--- src/rtl/prco_pipe_seq_pkg.sv ---
// -----------------------------------------------------------------------------
// prco_pipe_seq_pkg
// Shared definitions for the prco stage sequencer: FSM state encoding, the
// stage index type and named stage indices, and a small state helper.
// No ports (package).
// -----------------------------------------------------------------------------
package prco_pipe_seq_pkg;

  // Sequencer states. ERROR is terminal until reset.
  typedef enum logic [2:0] {
    ST_IDLE,
    ST_ISSUE,
    ST_WAIT,
    ST_RETIRE,
    ST_HALTED,
    ST_ERROR
  } state_t;

  // Up to 8 stages, so a stage index always fits in 3 bits.
  localparam int STAGE_IDX_W = 3;
  localparam int MAX_STAGES  = 8;

  typedef logic [STAGE_IDX_W-1:0] stage_idx_t;

  // Named stages of the classic five-stage prco core.
  localparam stage_idx_t STAGE_FETCH = 3'd0;
  localparam stage_idx_t STAGE_MEM   = 3'd1;
  localparam stage_idx_t STAGE_DEC   = 3'd2;
  localparam stage_idx_t STAGE_REG   = 3'd3;
  localparam stage_idx_t STAGE_ALU   = 3'd4;

  // An instruction is in flight in every state except IDLE, HALTED and ERROR.
  function automatic logic state_is_busy(input state_t s);
    return (s == ST_ISSUE) || (s == ST_WAIT) || (s == ST_RETIRE);
  endfunction

endpackage

--- src/rtl/prco_pipe_seq_if.sv ---
// -----------------------------------------------------------------------------
// prco_pipe_seq_if
// Stage bus between the sequencer and the pipeline stages.
//   q_stage_ce      : one-hot, one-cycle start pulse per stage (sequencer out)
//   i_stage_done    : per-stage completion strobe (stages out)
//   i_skip_mask     : stages to bypass for this instruction, sampled with done
//   i_branch_taken  : redirect the PC when the instruction retires
//   i_branch_target : redirect address
// Modports: master = sequencer side, slave = stage side.
// -----------------------------------------------------------------------------
interface prco_pipe_seq_if #(
  parameter int NSTAGES = 5,
  parameter int PC_W    = 16
);

  logic [NSTAGES-1:0] q_stage_ce;
  logic [NSTAGES-1:0] i_stage_done;
  logic [NSTAGES-1:0] i_skip_mask;
  logic               i_branch_taken;
  logic [PC_W-1:0]    i_branch_target;

  modport master (
    output q_stage_ce,
    input  i_stage_done,
    input  i_skip_mask,
    input  i_branch_taken,
    input  i_branch_target
  );

  modport slave (
    input  q_stage_ce,
    output i_stage_done,
    output i_skip_mask,
    output i_branch_taken,
    output i_branch_target
  );

endinterface

--- src/rtl/prco_pipe_seq_next_stage.sv ---
// -----------------------------------------------------------------------------
// prco_next_stage
// Combinational priority search: finds the lowest stage index strictly above
// cur_stage whose bit in skip_mask is clear.
//   cur_stage  : stage that just completed
//   skip_mask  : stages to bypass (accumulated skip register | live mask)
//   found      : a later stage exists that must still run
//   next_stage : index of that stage (cur_stage when none found)
// -----------------------------------------------------------------------------
module prco_next_stage
  import prco_pipe_seq_pkg::*;
#(
  parameter int NSTAGES = 5
) (
  input  stage_idx_t         cur_stage,
  input  logic [NSTAGES-1:0] skip_mask,
  output logic               found,
  output stage_idx_t         next_stage
);

  // Scanning from the top down lets the lowest qualifying index win last.
  always_comb begin
    found      = 1'b0;
    next_stage = cur_stage;
    for (int j = NSTAGES - 1; j >= 0; j--) begin
      if ((j > int'(cur_stage)) && !skip_mask[j]) begin
        found      = 1'b1;
        next_stage = stage_idx_t'(j);
      end
    end
  end

endmodule

--- src/rtl/prco_pipe_seq.sv ---
// -----------------------------------------------------------------------------
// prco_pipe_seq
// Stage sequencer for the prco core. Walks a single instruction token through
// NSTAGES stages: each stage gets a one-cycle start pulse and the sequencer
// waits for its done. Supports per-instruction stage skipping, branch redirect
// at retire, halt/resume at instruction boundaries, a per-stage watchdog and a
// retired-instruction counter. All outputs are registered.
//   i_clk, i_reset : clock, asynchronous active-high reset
//   i_en           : run enable, gates only the start of a new instruction
//   i_halt         : halt request, honoured at instruction boundary
//   bus            : stage bus (ce out; done/skip/branch in)
//   q_pc           : address of the instruction in flight
//   q_busy         : instruction in flight
//   q_halted       : in HALTED
//   q_err          : sticky watchdog error
//   q_err_stage    : stage that timed out
//   q_retired      : retired-instruction count (wraps)
// -----------------------------------------------------------------------------
module prco_pipe_seq
  import prco_pipe_seq_pkg::*;
#(
  parameter int              NSTAGES  = 5,
  parameter int              PC_W     = 16,
  parameter logic [PC_W-1:0] RESET_PC = '0,
  parameter int              TIMEOUT  = 255,
  parameter int              CNT_W    = 32
) (
  input  logic                 i_clk,
  input  logic                 i_reset,
  input  logic                 i_en,
  input  logic                 i_halt,
  prco_pipe_seq_if.master      bus,
  output logic [PC_W-1:0]      q_pc,
  output logic                 q_busy,
  output logic                 q_halted,
  output logic                 q_err,
  output logic [2:0]           q_err_stage,
  output logic [CNT_W-1:0]     q_retired
);

  // Watchdog counts 0..TIMEOUT-1; a zero TIMEOUT disables expiry entirely.
  localparam bit WD_ON   = (TIMEOUT > 0);
  localparam int WD_W    = (TIMEOUT > 1) ? $clog2(TIMEOUT) : 1;
  localparam int WD_LAST = (TIMEOUT > 0) ? (TIMEOUT - 1) : 0;

  state_t             state;
  state_t             next_state;
  stage_idx_t         cur_stage;
  stage_idx_t         next_k;
  logic [NSTAGES-1:0] skip_reg;
  logic [NSTAGES-1:0] search_mask;
  logic [NSTAGES-1:0] above_cur;
  logic [NSTAGES-1:0] ce_next;
  logic [WD_W-1:0]    wd_cnt;
  logic               wd_expired;
  logic               done_cur;
  logic               next_found;
  stage_idx_t         next_idx;

  // Only the done strobe of the stage we are waiting on matters; the other
  // bits are ignored. above_cur limits skip accumulation to later stages.
  always_comb begin
    done_cur  = 1'b0;
    above_cur = '0;
    for (int j = 0; j < NSTAGES; j++) begin
      if (j == int'(cur_stage)) begin
        done_cur = bus.i_stage_done[j];
      end
      if (j > int'(cur_stage)) begin
        above_cur[j] = 1'b1;
      end
    end
  end

  assign search_mask = skip_reg | bus.i_skip_mask;
  assign wd_expired  = WD_ON && (wd_cnt == WD_W'(WD_LAST));

  prco_next_stage #(
    .NSTAGES (NSTAGES)
  ) u_next_stage (
    .cur_stage  (cur_stage),
    .skip_mask  (search_mask),
    .found      (next_found),
    .next_stage (next_idx)
  );

  // Next-state logic. A done arriving on the last allowed WAIT cycle still
  // wins over the watchdog.
  always_comb begin
    next_state = state;
    next_k     = cur_stage;
    case (state)
      ST_IDLE: begin
        if (i_halt) begin
          next_state = ST_HALTED;
        end else if (i_en) begin
          next_state = ST_ISSUE;
          next_k     = STAGE_FETCH;
        end
      end
      ST_ISSUE: begin
        next_state = ST_WAIT;
      end
      ST_WAIT: begin
        if (done_cur) begin
          if (next_found) begin
            next_state = ST_ISSUE;
            next_k     = next_idx;
          end else begin
            next_state = ST_RETIRE;
          end
        end else if (wd_expired) begin
          next_state = ST_ERROR;
        end
      end
      ST_RETIRE: begin
        if (i_halt) begin
          next_state = ST_HALTED;
        end else if (i_en) begin
          next_state = ST_ISSUE;
          next_k     = STAGE_FETCH;
        end else begin
          next_state = ST_IDLE;
        end
      end
      ST_HALTED: begin
        if (!i_halt) begin
          next_state = ST_IDLE;
        end
      end
      ST_ERROR: begin
        next_state = ST_ERROR;
      end
      default: begin
        next_state = ST_IDLE;
      end
    endcase
  end

  // The start pulse is computed from the next state so the registered ce is
  // high exactly during the ISSUE cycle.
  always_comb begin
    ce_next = '0;
    if (next_state == ST_ISSUE) begin
      for (int j = 0; j < NSTAGES; j++) begin
        if (j == int'(next_k)) begin
          ce_next[j] = 1'b1;
        end
      end
    end
  end

  // State register and current stage index.
  always_ff @(posedge i_clk or posedge i_reset) begin
    if (i_reset) begin
      state     <= ST_IDLE;
      cur_stage <= STAGE_FETCH;
    end else begin
      state     <= next_state;
      cur_stage <= next_k;
    end
  end

  // Per-instruction bookkeeping: skip accumulation and the stage watchdog.
  always_ff @(posedge i_clk or posedge i_reset) begin
    if (i_reset) begin
      skip_reg <= '0;
      wd_cnt   <= '0;
    end else begin
      if (state == ST_RETIRE) begin
        skip_reg <= '0;
      end else if ((state == ST_WAIT) && done_cur) begin
        skip_reg <= skip_reg | (bus.i_skip_mask & above_cur);
      end

      if (state == ST_ISSUE) begin
        wd_cnt <= '0;
      end else if (state == ST_WAIT) begin
        wd_cnt <= wd_cnt + WD_W'(1);
      end
    end
  end

  // Registered status and stage-start outputs.
  always_ff @(posedge i_clk or posedge i_reset) begin
    if (i_reset) begin
      bus.q_stage_ce <= '0;
      q_busy         <= 1'b0;
      q_halted       <= 1'b0;
      q_err          <= 1'b0;
      q_err_stage    <= '0;
    end else begin
      bus.q_stage_ce <= ce_next;
      q_busy         <= state_is_busy(next_state);
      q_halted       <= (next_state == ST_HALTED);
      if ((state == ST_WAIT) && (next_state == ST_ERROR)) begin
        q_err       <= 1'b1;
        q_err_stage <= cur_stage;
      end
    end
  end

  // PC and retire counter only move in the RETIRE cycle, which also keeps
  // them frozen in HALTED and ERROR.
  always_ff @(posedge i_clk or posedge i_reset) begin
    if (i_reset) begin
      q_pc      <= RESET_PC;
      q_retired <= '0;
    end else if (state == ST_RETIRE) begin
      q_pc      <= bus.i_branch_taken ? bus.i_branch_target : (q_pc + PC_W'(1));
      q_retired <= q_retired + CNT_W'(1);
    end
  end

endmodule
--- src/flat_wrapper.sv ---
// flat-port wrapper written by rule: the top's interface ports become plain ports
module prco_pipe_seq_flat import prco_pipe_seq_pkg::*;
#(
  parameter int              NSTAGES  = 5,
  parameter int              PC_W     = 16,
  parameter logic [PC_W-1:0] RESET_PC = '0,
  parameter int              TIMEOUT  = 255,
  parameter int              CNT_W    = 32
)
  (i_clk, i_reset, i_en, i_halt, q_pc, q_busy, q_halted, q_err, q_err_stage, q_retired, bus_q_stage_ce, bus_i_stage_done, bus_i_skip_mask, bus_i_branch_taken, bus_i_branch_target);
  prco_pipe_seq_if #(.NSTAGES(NSTAGES), .PC_W(PC_W)) bus_i ();
  input  logic i_clk;
  input  logic i_reset;
  input  logic i_en;
  input  logic i_halt;
  output logic [PC_W-1:0] q_pc;
  output logic q_busy;
  output logic q_halted;
  output logic q_err;
  output logic [2:0] q_err_stage;
  output logic [CNT_W-1:0] q_retired;
  output wire logic [$bits(bus_i.q_stage_ce)-1:0] bus_q_stage_ce;
  input wire logic [$bits(bus_i.i_stage_done)-1:0] bus_i_stage_done;
  input wire logic [$bits(bus_i.i_skip_mask)-1:0] bus_i_skip_mask;
  input wire logic [$bits(bus_i.i_branch_taken)-1:0] bus_i_branch_taken;
  input wire logic [$bits(bus_i.i_branch_target)-1:0] bus_i_branch_target;
  assign bus_q_stage_ce = bus_i.q_stage_ce;
  assign bus_i.i_stage_done = bus_i_stage_done;
  assign bus_i.i_skip_mask = bus_i_skip_mask;
  assign bus_i.i_branch_taken = bus_i_branch_taken;
  assign bus_i.i_branch_target = bus_i_branch_target;
  prco_pipe_seq #(.NSTAGES(NSTAGES), .PC_W(PC_W), .RESET_PC(RESET_PC), .TIMEOUT(TIMEOUT), .CNT_W(CNT_W)) u_core (.i_clk(i_clk), .i_reset(i_reset), .i_en(i_en), .i_halt(i_halt), .bus(bus_i), .q_pc(q_pc), .q_busy(q_busy), .q_halted(q_halted), .q_err(q_err), .q_err_stage(q_err_stage), .q_retired(q_retired));
endmodule
--- config.mk ---
export PLATFORM = sky130hd
export DESIGN_NAME = prco_pipe_seq_flat
export DESIGN_NICKNAME = d
export VERILOG_FILES = /design/src/rtl/prco_pipe_seq_pkg.sv /design/src/rtl/prco_pipe_seq_if.sv /design/src/rtl/prco_pipe_seq_next_stage.sv /design/src/rtl/prco_pipe_seq.sv /design/src/flat_wrapper.sv
export SDC_FILE = /design/constraint.sdc
export NUM_CORES = 1
export LEC_CHECK = 0
export BUFFER_PORTS_ARGS = -buffer_cell sky130_fd_sc_hd__buf_2
export CAP_MARGIN = 20
export CORE_MARGIN = 4
export CORE_UTILIZATION = 45
export DETAILED_ROUTE_END_ITERATION = 6
export PLACE_DENSITY = 0.69
export SLEW_MARGIN = 30
export SYNTH_ARGS = -nofsm -noshare
export SYNTH_HDL_FRONTEND = slang
export SYNTH_HIERARCHICAL = 1
export SYNTH_SLANG_ARGS = --single-unit
--- constraint.sdc ---
create_clock -name i_clk -period 3.95 [get_ports i_clk]
set_clock_uncertainty 0.05 [all_clocks]
set_input_delay 0.79 -clock i_clk [delete_from_list [all_inputs] [get_ports i_clk]]
set_output_delay 0.79 -clock i_clk [all_outputs]
set_load 0.02 [all_outputs]
Word-level counts from Yosys, hierarchy flattened
Index checks and enable logic that the tools add are counted.
{"block": "classes", "eq_ne": 19, "n_lt_le_gt_ge": 4, "n_reduce_logical": 18, "muxes": 42, "bitwise": 3, "addsub": 3}
{"op": "3-bit 2-to-1 mux", "count": 14}
{"op": "32-bit by 1-bit adder with 32-bit output (second input constant)", "count": 1}
{"op": "1-bit 2-to-1 mux", "count": 19}
{"op": "3-bit == test (first input constant)", "count": 6}
{"op": "3-bit case mux with 6 select lines", "count": 1}
{"op": "16-bit by 1-bit adder with 16-bit output (second input constant)", "count": 1}
{"op": "16-bit 2-to-1 mux", "count": 1}
{"op": "8-bit 2-to-1 mux", "count": 2}
{"op": "5-bit 2-to-1 mux", "count": 3}
{"op": "3-bit by 2-bit == test with 1-bit output (second input constant)", "count": 4}
{"op": "3-bit == test (second input constant)", "count": 4}
{"op": "5-bit bitwise OR", "count": 2}
{"op": "3-bit logical NOT", "count": 3}
{"op": "8-bit by 1-bit adder with 8-bit output (second input constant)", "count": 1}
{"op": "8-bit == test (second input constant)", "count": 1}
{"op": "2-bit by 3-bit == test with 1-bit output (first input constant)", "count": 2}
{"op": "3-bit by 1-bit == test with 1-bit output (second input constant)", "count": 2}
{"op": "2-bit by 3-bit > comparator with 1-bit output (first input constant)", "count": 2}
{"op": "1-bit logical AND", "count": 6}
{"op": "3-bit case mux with 2 select lines", "count": 1}
{"op": "5-bit bitwise AND", "count": 1}
{"op": "1-bit logical NOT", "count": 4}
{"op": "2-bit nonzero test", "count": 2}
{"op": "1-bit by 3-bit > comparator with 1-bit output (first input constant)", "count": 1}
{"op": "4 further kinds", "count": 5}
{"block": "totals", "output_inout_bits": 59, "regBits": 78}

Longest topological paths before layout
Gate-level depths: netlist of the first run.
{"block": "logic_depth", "ltp_word": 13, "mapped_depth": 9}

By module
The synthesis of the first run kept the hierarchy.
{"module": "prco_pipe_seq", "seq_area_each_um2": 1926.8, "cells_per_inst": 393, "area_each_um2": 3860.0, "instances": 1}
{"module": "prco_next_stage", "seq_area_each_um2": 0.0, "cells_per_inst": 17, "area_each_um2": 97.6, "instances": 1}

Worst setup path after synthesis of the first run
OpenSTA, ideal clock, no wires.
{"block": "synth_timing", "path_type": "input-to-reg", "from": "in bus_i_skip_mask[3]", "to": "reg u_core.bus.q_stage_ce[1]", "cell_stages": 9, "t_arrival_ns": 2.639, "required_ns": 3.805, "setup_time_ns": 0.095, "path_slack_ns": 1.166, "path_cell_list": "or2_2 a21o_2 o21a_1 a21oi_1 nand3_1 and3_1 clkbuf_1 o31a_1 nor4b_2"}
{"block": "synth_between", "elab_chain_cells": 12, "elab_cells_between_ends": 19, "classes_between": "eq/ne (2); mux (14); bitwise (1); reduce/logical (2)"}
{"element": "start: declaration", "line_no": "flat_wrapper.sv:24", "source": "input wire logic [$bits(bus_i.i_skip_mask)-1:0] bus_i_skip_mask;"}
{"element": "5-bit bitwise OR", "line_no": "prco_pipe_seq.sv:75", "source": "assign search_mask = skip_reg | bus.i_skip_mask;"}
{"element": "1-bit logical NOT", "line_no": "prco_pipe_seq_next_stage.sv:26", "source": "if ((j > int'(cur_stage)) && !skip_mask[j]) begin"}
{"element": "1-bit logical AND", "line_no": "prco_pipe_seq_next_stage.sv:26"}
{"element": "1-bit 2-to-1 mux (3 in a row)", "line_no": "prco_pipe_seq_next_stage.sv:26"}
{"element": "via u_core.next_found", "line_no": "prco_pipe_seq.sv:57", "source": "logic next_found;"}
{"element": "3-bit 2-to-1 mux", "line_no": "prco_pipe_seq.sv:106", "source": "if (next_found) begin"}
{"element": "3-bit 2-to-1 mux", "line_no": "prco_pipe_seq.sv:105", "source": "if (done_cur) begin"}
{"element": "3-bit case mux with 2 select lines", "line_no": "prco_pipe_seq.sv:92", "source": "case (state)"}
{"element": "via u_core.next_k[2]", "line_no": "prco_pipe_seq.sv:49", "source": "stage_idx_t next_k;"}
{"element": "2-bit by 3-bit == test with 1-bit output", "line_no": "prco_pipe_seq.sv:146", "source": "if (j == int'(next_k)) begin"}
{"element": "1-bit 2-to-1 mux", "line_no": "prco_pipe_seq.sv:146"}
{"element": "5-bit 2-to-1 mux", "line_no": "prco_pipe_seq.sv:144", "source": "if (next_state == ST_ISSUE) begin"}
{"element": "via u_core.ce_next[1]", "line_no": "prco_pipe_seq.sv:53", "source": "logic [NSTAGES-1:0] ce_next;"}
{"element": "end signal: assignment", "line_no": "prco_pipe_seq.sv:193", "source": "bus.q_stage_ce <= ce_next;"}
{"element": "end: declaration", "line_no": "prco_pipe_seq_if.sv:23", "source": "output q_stage_ce,"}
The timed path passes the listed nets, and every way through them passes these cells.
A chain may end at the register's enable or synchronous reset.

Final worst setup path of the first run
{"block": "layout_timing", "from": "in bus_i_skip_mask[3]", "to": "reg u_core.bus.q_stage_ce[1]"}
{"block": "layout_between", "elab_chain_cells": 12, "elab_cells_between_ends": 19, "classes_between": "eq/ne (2); mux (14); bitwise (1); reduce/logical (2)"}
{"element": "5-bit bitwise OR", "line_no": "prco_pipe_seq.sv:75"}
{"element": "via u_core.search_mask[3]", "line_no": "prco_pipe_seq.sv:51", "source": "logic [NSTAGES-1:0] search_mask;"}
{"element": "1-bit logical NOT", "line_no": "prco_pipe_seq_next_stage.sv:26"}
{"element": "1-bit logical AND", "line_no": "prco_pipe_seq_next_stage.sv:26"}
{"element": "1-bit 2-to-1 mux (3 in a row)", "line_no": "prco_pipe_seq_next_stage.sv:26"}
{"element": "via u_core.next_found", "line_no": "prco_pipe_seq.sv:57"}
{"element": "3-bit 2-to-1 mux", "line_no": "prco_pipe_seq.sv:106"}
{"element": "3-bit 2-to-1 mux", "line_no": "prco_pipe_seq.sv:105"}
{"element": "3-bit case mux with 2 select lines", "line_no": "prco_pipe_seq.sv:92"}
{"element": "via u_core.next_k[2]", "line_no": "prco_pipe_seq.sv:49"}
{"element": "2-bit by 3-bit == test with 1-bit output", "line_no": "prco_pipe_seq.sv:146"}
{"element": "1-bit 2-to-1 mux", "line_no": "prco_pipe_seq.sv:146"}
{"element": "5-bit 2-to-1 mux", "line_no": "prco_pipe_seq.sv:144"}
{"element": "via u_core.ce_next[1]", "line_no": "prco_pipe_seq.sv:53"}
The timed path passes the listed nets, and every way through them passes these cells.

==> flow_metrics.tcl, run 1 <==
set metrics [dict create \
    cp.arrival_ns 2.85 \
    p_leak_nw 2.263 \
    timing.final.max_slew_violations 0 \
    boundaryPins 90 \
    fin_ws_ns 1.308 \
    first_global_vias 3276 \
    cts_tree "done" \
    cp-start-kind "input port" \
    cts_buffers 9 \
    status "completed" \
    hp-class "reg2reg" \
    wl_mm 9.197 \
    final_nets 534 \
    drc 0 \
    cts_hold_buf 0 \
    vdd_ir_drop_max_mv 0.3742 \
    combPwrFrac_pct 32.7 \
    cp-startpoint "bus_i_skip_mask[3]" \
    cp-end-kind "register" \
    ys_top_cells_by_area "dfrtp_1 (49%), xnor2_1 (5.5%), o21ai_0 (4.7%)" \
    ff2ff_path_depth 8 \
    dr.first_iter.drc_count 182 \
    tightest_slew_ns 0.8400 \
    die_h_um 101.8 \
    p_seq_share_pct 44.9 \
    post-dp-hpwl_mm 6.513 \
    via_per_inst 5.612 \
    slew_headroom_pct 43.48 \
    holdPathStages 1 \
    syn_inst 410 \
    critPathMaxFanout 6 \
    grt_pass1_wl_mm 15.39 \
    clock-root-buffer "clkbuf_8" \
    rows 33 \
    grt_setup_unrepaired "false" \
    place.gp.congestion 0.7940 \
    cts_sinks 77 \
    min_period_ns 2.642 \
    max_freq_mhz 378.5 \
    avgSynthCellArea_um2 9.653 \
    synth-edff-count 0 \
    syn_to_final_growth_pct 18.50 \
    synth_nets 445 \
    pwr-share-clk_pct 22.4 \
    yosysMostFrequentCell "dfrtp_1" \
    clk_path_buf_depth 2 \
    hp-start "u_core/q_err" \
    synthFlopType "dfrtp_1" \
    yosysUniqueCellTypes 55 \
    reg_top3 "u_core/q_retired (32), u_core/q_pc (16), u_core/wd_cnt (8)" \
    post-route-period-util_pct 66.88 \
    setup_viol 0 \
    vias 3418 \
    io_buffers 88 \
    drive_above_1_share_pct 25.20 \
    coreArea_mm2 0.008382 \
    largest_register_ffs 32 \
    cts_resized 0 \
    h-tree-depth 3 \
    synthTopCellsByCount "dfrtp_1 (77), nand2_1 (39), o21ai_0 (37)" \
    yosysSeqAreaShare_pct 48.69 \
    synth_top_area_cell "dfrtp_1" \
    antenna_found_initial 0 \
    cp.required_ns 4.16 \
    final_hold_viol_count 0 \
    wl_per_cell_um 15.10 \
    firstDrtPassIters 5 \
    regMostFlops "u_core/q_retired" \
    die-area_mm2 0.01036 \
    yosys.area.top_type_share_pct 48.69 \
    maxCapViolCount 0 \
    async_flop_share_pct 100.0 \
    critPathKind "in2reg" \
    postRouteAntennaNets 0 \
    grt_max_degree 41 \
    diodes 0 \
    p_int_mw 1.564 \
    overflow 0 \
    cts_setup_buffers 0 \
    dpl_worst_slack_ns 0.9897 \
    final.setup.tns_ns 0 \
    syn_area_mm2 0.003958 \
    clk_latency_ns 0.35 \
    ys_ff_latch 77 \
    r2r_start "u_core/skip_reg[3]" \
    power_switching_mw 1.041 \
    die_w_um 101.8 \
    p_per_area_mw_per_mm2 555.4 \
    initial_core_util_pct 47.22 \
    switching_share_pct 39.95 \
    ys.warnings.count 6 \
    grt_usage_pct 18.62 \
    clk_pin_slew_ns 0.08 \
]
[final cells by class]
class,instances,area [um^2]
fill,782,3692
multi-input combinational,309,1931
sequential,77,1927
timing repair buffer,91,462.9
clock buffer,13,178.9
tap,105,131.4
inverter,11,41.29
clock inverter,3,17.52
[path summary, 6_finish.rpt]
check | endpoint | slack, ns
worst max-delay path | u_core/bus.q_stage_ce[1] | 1.31
worst min-delay path | u_core/q_err | 0.42
worst max register to register | u_core/bus.q_stage_ce[1] | 1.49
worst min register to register | u_core/q_err | 0.42
max in group asynchronous | u_core/q_retired[21] | 2.41
min in group asynchronous | u_core/q_err | 0.55
[cells by family (layout without fill, tap and decap cells)]
group	Yosys count	after routing	synth area share [%]
AND/OR/NAND/NOR	167	167	23.46
adder cells (fa/ha/maj)	4	4	1.265
AO/OA/AOI/OAI	98	98	14.83
XOR/XNOR	33	33	7.303
multiplexers	7	7	1.928
flip-flops	77	77	48.69
buffers and inverters	24	118	2.529
[metrics by stage]
stage | instance area [um^2] | hold slack [ns] | util (%) | total power, mW | std cells
6_report | 4690 | 0.4203 | 55.95 | 2.604 | 609
5_1_grt | 4690 | 0.4438 | 55.95 | 2.791 | 609
4_1_cts | 4690 | 0.4300 | 55.95 | 2.615 | 609
3_5_place_dp | 4493 | 0.4123 | 53.61 | 2.027 | 593
3_3_place_gp | 4493 | 0.4060 | 53.61 | 2.005 | 593
2_1_floorplan | 3958 | 0.4037 | - | 1.770 | 410
[power groups by stage]
stage	combinational (mW)	sequential, mW	clock (mW)
floorplan	0.540	1.23	0
global placement	0.828	1.18	0
detailed placement	0.848	1.18	0
CTS	0.852	1.17	0.597
global route	0.948	1.21	0.635
finish	0.852	1.17	0.584
[routing by layer]
metal  up-vias  track usage (%)  share of wire, %  wire (um)
met2        99            30.99                47       4368
met5         -                0                 0          0
li1       1669                -                 -          -
met4         0            5.828               1.5        134
met1      1637            24.21                45       4142
met3        13            4.201               6.0        552
[cells in the final DEF (no fill, tap or decap), types with 4 or more instances in the layout]
master    Yosys  routed
nor2_1       29      29
nand2_1      39      39
or2_2         6       6
xnor2_1      25      25
ha_1          4       4
nor4_1        5       5
a21oi_1      25      25
nand4_1      11      11
inv_1        11      10
o21a_1        4       4
o21ai_0      37      37
nand3_1      28      28
a31oi_1       4       4
a22oi_1       6       6
clkbuf_8      0      13
nor3_1        8       8
nand3b_1      4       4
xor2_1        8       8
o31ai_1       5       5
dfrtp_1      77      77
and4_1        6       6
and3_1        7       7
buf_2         2      88
[critical path: stages]
cell and delay (ns):
buf_2 0.10, or2_2 0.33, a21o_2 0.23, o21a_1 0.11, a21oi_1 0.23, nand3_1 0.18, and3_1 0.29, o31a_1 0.34
nor4b_2 0.25
No activity file was read; power rests on OpenSTA's default activity.
==> run 2, diff against run 1 <==
ABC_AREA = 1   (was not set)
PLACE_DENSITY = 0.71   (was 0.69)
clock period = 2.2 ns   (was 3.95 ns; I/O delays follow)
==> run 2 against run 1 <==
Compared with the run above: sequential share of layout area fell by 4.0 points; sequential power rose by 72%; critical path depth did not move; flip-flop and latch count did not move; global-route usage fell by 0.16 points; via count rose by 16%; area after synthesis rose by 11%.
==> flow_metrics.tcl, run 2 <==
set metrics [dict create \
    status "completed" \
    crit_slowest_cell "dfrtp_1" \
    clock-root-buffer "clkbuf_8" \
    grt_max_degree 78 \
    slew_headroom_pct 58.98 \
    synthFlopType "dfrtp_1" \
    p_seq_share_pct 39.5 \
    post-dp-hpwl_mm 7.458 \
    synth-edff-count 0 \
    rows 35 \
    overflow 0 \
    antenna_found_initial 0 \
    ff2ff_path_depth 9 \
    drc 0 \
    critPathMaxStageDelay_ns 0.44 \
    tightest_slew_ns 0.6146 \
    maxCapViolCount 0 \
    die_h_um 106.9 \
    r2r_end "u_core/q_retired[30]" \
    crit_chain "ha_1 > nand3_1 > nor2_1 > nand2_1 > nor2_4 > nand3_2 > nor2_2 > nand2_1 > xor2_1" \
    syn_inst 576 \
    wl_mm 9.899 \
    final_nets 703 \
    cp-startpoint "u_core/q_retired[0]" \
    post-route-period-util_pct 86.80 \
    die-area_mm2 0.01142 \
    clk_path_buf_depth 2 \
    boundaryPins 90 \
    critPathMostFrequentCell "nand2_1" \
    pwr-share-clk_pct 21.8 \
    die_w_um 106.9 \
    final_hold_viol_count 0 \
    diodes 0 \
    postRouteAntennaNets 0 \
    ys_top_cells_by_area "dfrtp_1 (44%), nand2_1 (13%), inv_1 (6.7%)" \
    r2r_start "u_core/q_retired[0]" \
    cp_top_family "simple AND/OR/NAND/NOR gates" \
    synth_top_area_cell "dfrtp_1" \
    critPathBufInv 0 \
    max_freq_mhz 523.7 \
    async_flop_share_pct 100.0 \
    cts_buffers 9 \
    grt_setup_unrepaired "false" \
    hp-class "in2async" \
    cp-start-kind "register" \
    clk_pin_slew_ns 0.09 \
    via_per_inst 4.939 \
    place.gp.congestion 0.9109 \
    synthTopCellsByCount "nand2_1 (155), inv_1 (78), dfrtp_1 (77)" \
    coreArea_mm2 0.009371 \
    regMostFlops "u_core/q_retired" \
    yosysMostFrequentCell "nand2_1" \
    dr.first_iter.drc_count 215 \
    combPwrFrac_pct 38.7 \
    final_cell_mix "nand2_1 (155), buf_2 (88), inv_1 (77), dfrtp_1 (76), nor2_1 (56)" \
    min_period_ns 1.910 \
    yosys.area.top_type_share_pct 43.81 \
    r2r_slack_ns 0.29 \
    synth_nets 611 \
    avgSynthCellArea_um2 7.635 \
    yosysSeqAreaShare_pct 43.81 \
    finalPower_mw 5.087 \
    setup_viol 0 \
    final.setup.tns_ns 0 \
    vdd_ir_drop_max_mv 0.5321 \
    h-tree-depth 3 \
    initial_core_util_pct 46.93 \
    largest_register_ffs 32 \
    cp-end-kind "register" \
    firstDrtPassIters 5 \
    critPathKind "reg2reg" \
    cts_tree "done" \
    timing.final.max_slew_violations 0 \
    power_switching_mw 2.195 \
    switching_share_pct 43.16 \
    grt_pass1_wl_mm 17.22 \
    cp.arrival_ns 2.11 \
    fill_cells 917 \
    final_common_cell "nand2_1" \
    critPathMaxFanout 5 \
    crit_end "u_core/q_retired[30]" \
    p_per_area_mw_per_mm2 978.5 \
    yosysUniqueCellTypes 42 \
    clk_latency_ns 0.35 \
    vias 3961 \
    cts_sinks 77 \
    cp.depth 9 \
    grt_usage_pct 18.46 \
    cts_hold_buf 0 \
    cp.required_ns 2.40 \
    wl_per_cell_um 12.34 \
    p_int_mw 2.892 \
    syn_to_final_growth_pct 18.21 \
    p_leak_nw 2.796 \
    first_global_vias 3768 \
    syn_area_mm2 0.004398 \
    io_buffers 88 \
    ys_ff_latch 77 \
    ys.warnings.count 6 \
    reg_top3 "u_core/q_retired (32), u_core/q_pc (16), u_core/wd_cnt (8)" \
    drive_above_1_share_pct 22.59 \
]
## run 2: cell count changes after synthesis, moves of 7 or more
cell | previous run | this run
a21oi_1 | 25 | 8
and3_1 | 7 | 0
inv_1 | 11 | 78
nand2_1 | 39 | 155
nand3_1 | 28 | 39
nand4_1 | 11 | 19
nor2_1 | 29 | 56
nor2_2 | 0 | 9
o211ai_1 | 2 | 10
o21ai_0 | 37 | 20
xnor2_1 | 25 | 11
xor2_1 | 8 | 19
## run 2: cell type report
type / count / area (um^2) / area share [%]
Multi-Input combinational cell: 402 / 2085 / 40.10
Sequential cell: 77 / 1928 / 37.09
Clock buffer: 9 / 123.9 / 2.383
Timing Repair Buffer: 94 / 498.0 / 9.579
Tap cell: 129 / 161.4 / 3.105
Inverter: 84 / 322.8 / 6.209
Clock inverter: 7 / 80.08 / 1.540
## run 2: power groups by stage
stage / Clock, mW / Sequential [mW] / Combinational [mW]
2_1_floorplan: 0 / 2.15 / 1.30
3_3_place_gp: 0 / 2.02 / 1.92
3_5_place_dp: 0 / 2.03 / 1.97
4_1_cts: 1.15 / 2.01 / 1.97
5_1_grt: 1.22 / 2.06 / 2.24
6_report: 1.11 / 2.01 / 1.97
## run 2: what timing repair did
action / in CTS / in global routing
setup endpoints to repair: 0 / 3
buffers inserted: 0 / 0
gates resized for setup: 0 / 1
## run 2: worst min path at each step
stage	slack, ns	startpoint	endpoint
6_report	0.14	i_reset	u_core/q_err
5_1_grt	0.17	i_reset	u_core/q_retired[13]
4_1_cts	0.14	i_reset	u_core/q_retired[13]
3_5_place_dp	0.42	u_core/q_err	u_core/q_err
3_3_place_gp	0.40	u_core/q_err	u_core/q_err
2_1_floorplan	0.41	u_core/skip_reg[3]	u_core/skip_reg[3]
## run 2: per-layer routing
metal | track usage (%) | up-vias | part of all wire [%]
met2 | 29.86 | 109 | 46
met4 | 5.753 | 0 | 1.0
li1 | - | 2007 | -
met3 | 4.395 | 9 | 6.3
met5 | 0 | - | 0
met1 | 24.57 | 1836 | 47
## run 2: metrics by stage
step | worst slack, ns | hold slack (ns) | cells | util (%) | cell area [um^2]
after global routing | 0.04354 | 0.1741 | 802 | 55.47 | 5199
after floorplan | 0.3493 | 0.4059 | 576 | - | 4402
final | 0.2905 | 0.1379 | 802 | 55.47 | 5199
after CTS | 0.2047 | 0.1428 | 802 | 55.46 | 5197
after global placement | 0.1702 | 0.3991 | 786 | 53.28 | 4994
after detailed placement | 0.1410 | 0.4182 | 786 | 53.28 | 4994
## run 2: worst reg2reg max path: cells and delay by family (launching register included)
kind | cells | cell delay (ns)
adders and majority gates | 1 | 0.21
xor gates and xnor gates | 1 | 0.15
and+or+nand+nor | 7 | 0.95
DFF | 1 | 0.44
## run 2: cells by family (layout without fill, tap and decap cells)
kind of cell | after synthesis | count (layout) | synth area share (%)
DFF | 77 | 77 | 43.81
muxes | 2 | 2 | 0.4836
adders and majority gates | 4 | 4 | 1.138
buffers and inverters | 97 | 194 | 8.791
AOI/OAI and AO/OA | 48 | 48 | 6.487
xor gates and xnor gates | 30 | 30 | 5.974
and+or+nand+nor | 318 | 318 | 33.31
==> run 3, diff against run 2 <==
GPL_TIMING_DRIVEN = 0   (was not set)
SLEW_MARGIN = 10   (was 30)
==> run 3 against run 2 <==
Compared with the run above: via count rose by 1.8%; cell area rose by 0.75%; die area did not move; wire length rose by 7.2%; sequential share of layout area fell by 0.30 points; sequential power fell by 2%; critical path depth rose by 1; register-to-register slack got worse by 0.12 ns; power rose by 1.3%.
==> flow_metrics.tcl, run 3 (synthesis gave the netlist of run 2 again) <==
set metrics [dict create \
    status "completed" \
    multi_input_area_mm2 0.002085 \
    cp-end-kind "register" \
    wl_mm 10.61 \
    combPwrFrac_pct 39.8 \
    fin_ws_ns 0.1749 \
    cts_tree "done" \
    grt_util_met1_pct 25.87 \
    cp.arrival_ns 2.26 \
    reg_top3 "u_core/q_retired (32), u_core/q_pc (16), u_core/wd_cnt (8)" \
    syn_to_final_growth_pct 19.09 \
    critPathKind "reg2reg" \
    post-dp-hpwl_mm 8.064 \
    die-area_mm2 0.01142 \
    pwr-share-clk_pct 22.0 \
    die_w_um 106.9 \
    maxCapViolCount 0 \
    critPathBufInv 0 \
    final_hold_viol_count 0 \
    power_switching_mw 2.262 \
    min_period_ns 2.025 \
    clk_latency_ns 0.35 \
    dpl.cell_count 794 \
    cts_buffers 9 \
    timing.hold.ws_ns 0.1016 \
    clock-root-buffer "clkbuf_8" \
    dpl_worst_slack_ns 0.004905 \
    use_met2_pct 30.76 \
    critPathMostFrequentCell "nand2_1" \
    critPathMaxFanout 9 \
    drc 0 \
    cts_setup_buffers 0 \
    setup_viol 0 \
    h-tree-depth 3 \
    tightest_slew_ns 0.6293 \
    clk_pin_slew_ns 0.09 \
    grt_usage_pct 19.18 \
    p_seq_share_pct 38.2 \
    final_area_mm2 0.005238 \
    crit_chain "nor2_2 > nand2_1 > nand4_1 > o21ai_0 > nand2_1 > nand2_1 > nand2_1 > nand3_1 > nand2_1 > nor2_1" \
    grt_setup_unrepaired "false" \
    drive_above_1_share_pct 22.35 \
    p_leak_nw 2.815 \
    cts_hold_buf 0 \
    slew_headroom_pct 57.96 \
    instances_no_fill 809 \
    via_per_inst 4.983 \
    first_global_vias 3813 \
    rows 35 \
    regMostFlops "u_core/q_retired" \
    vias 4031 \
    firstDrtPassIters 4 \
    postRouteAntennaNets 0 \
    top_usage_layer "met2" \
    coreArea_mm2 0.009371 \
    crit_slowest_cell "dfrtp_1" \
    antenna_found_initial 0 \
    critPathMaxStageDelay_ns 0.56 \
    place.gp.congestion 0.8928 \
    vdd_ir_drop_max_mv 0.5447 \
    boundaryPins 90 \
    cp_top_family "simple AND/OR/NAND/NOR gates" \
    timing.final.max_slew_violations 0 \
    largest_register_ffs 32 \
    dr.first_iter.drc_count 295 \
    p_int_mw 2.894 \
    diodes 0 \
    cp-start-kind "register" \
    cts_sinks 77 \
    grt_max_degree 29 \
    switching_share_pct 43.87 \
    postPlaceCellArea_mm2 0.005039 \
    cp.required_ns 2.43 \
    clk_path_buf_depth 2 \
    fill_cells 892 \
    p_per_area_mw_per_mm2 984.3 \
    final_common_cell "nand2_1" \
    max_freq_mhz 493.8 \
    wl_per_cell_um 13.12 \
    use_met3_pct 4.937 \
    final_nets 710 \
    initial_core_util_pct 46.93 \
    post-route-period-util_pct 92.05 \
    hp-class "in2async" \
    overflow 0 \
    regArea_mm2 0.001927 \
    io_buffers 87 \
    die_h_um 106.9 \
    final.setup.tns_ns 0 \
    final_cell_mix "nand2_1 (155), buf_2 (90), inv_1 (77), dfrtp_1 (77), nor2_1 (56)" \
    grt_pass1_wl_mm 17.74 \
]
run 3: cell types whose count changed in the layout (fill, tap and decap cells not counted), sizes merged:
cell | before | now
buf | 94 | 95
clkinvlp | 2 | 1
clkbuf | 9 | 15
inv | 86 | 87
run 3: timing repair:
action | CTS | global route
endpoints found under the setup margin | 0 | 5
gates resized for setup | 0 | 0
endpoints found under the hold margin | 0 | 0
run 3: metal layers:
layer / vias up / share of wire [%] / wire length [um]
met1: 1881 / 47 / 5004
met3: 7 / 6.3 / 669
li1: 2028 / - / -
met4: 0 / 0.55 / 58
met2: 115 / 46 / 4882
met5: - / 0 / 0
run 3: worst reg2reg max path, delay by kind of cell, from the launching register on:
family	cells	cell delay (ns)
and+or+nand+nor	9	1.09
DFF	1	0.56
AOI/OAI and AO/OA	1	0.26
run 3: final timing paths:
path                                             to  slack [ns]                    start  depth (start not counted)
min in group i_clk                  u_core/q_pc[10]        0.27  bus_i_branch_target[10]                          3
min                                 u_core/q_halted        0.10                  i_reset                          2
max                        u_core/bus.q_stage_ce[1]        0.17      u_core/cur_stage[1]                         10
max reg2reg                u_core/bus.q_stage_ce[1]        0.17      u_core/cur_stage[1]                         10
min reg2reg                            u_core/q_err        0.42             u_core/q_err                          2
max in group asynchronous           u_core/q_pc[15]        1.44                  i_reset                          3
run 3: power groups by stage:
stage	combinational [mW]	clock (mW)	sequential, mW
2_1_floorplan	1.30	0	2.15
3_3_place_gp	1.97	0	1.98
3_5_place_dp	2.04	0	1.99
4_1_cts	2.05	1.17	1.97
5_1_grt	2.33	1.23	2.02
6_report	2.05	1.13	1.97
run 3: metrics by stage:
step / util [%] / total power, mW
2_1_floorplan: - / 3.448
3_3_place_gp: 53.34 / 3.954
3_5_place_dp: 53.76 / 4.028
4_1_cts: 55.93 / 5.185
5_1_grt: 55.89 / 5.575
6_report: 55.89 / 5.156
run 3: final cells by class:
cell class / instances / area share [%]
Inverter: 84 / 6.163
Multi-Input combinational cell: 402 / 39.80
Clock buffer: 9 / 2.365
Timing Repair Buffer: 89 / 9.078
Sequential cell: 77 / 36.79
Clock inverter: 7 / 1.505
Tap cell: 129 / 3.082
Buffer: 12 / 1.218
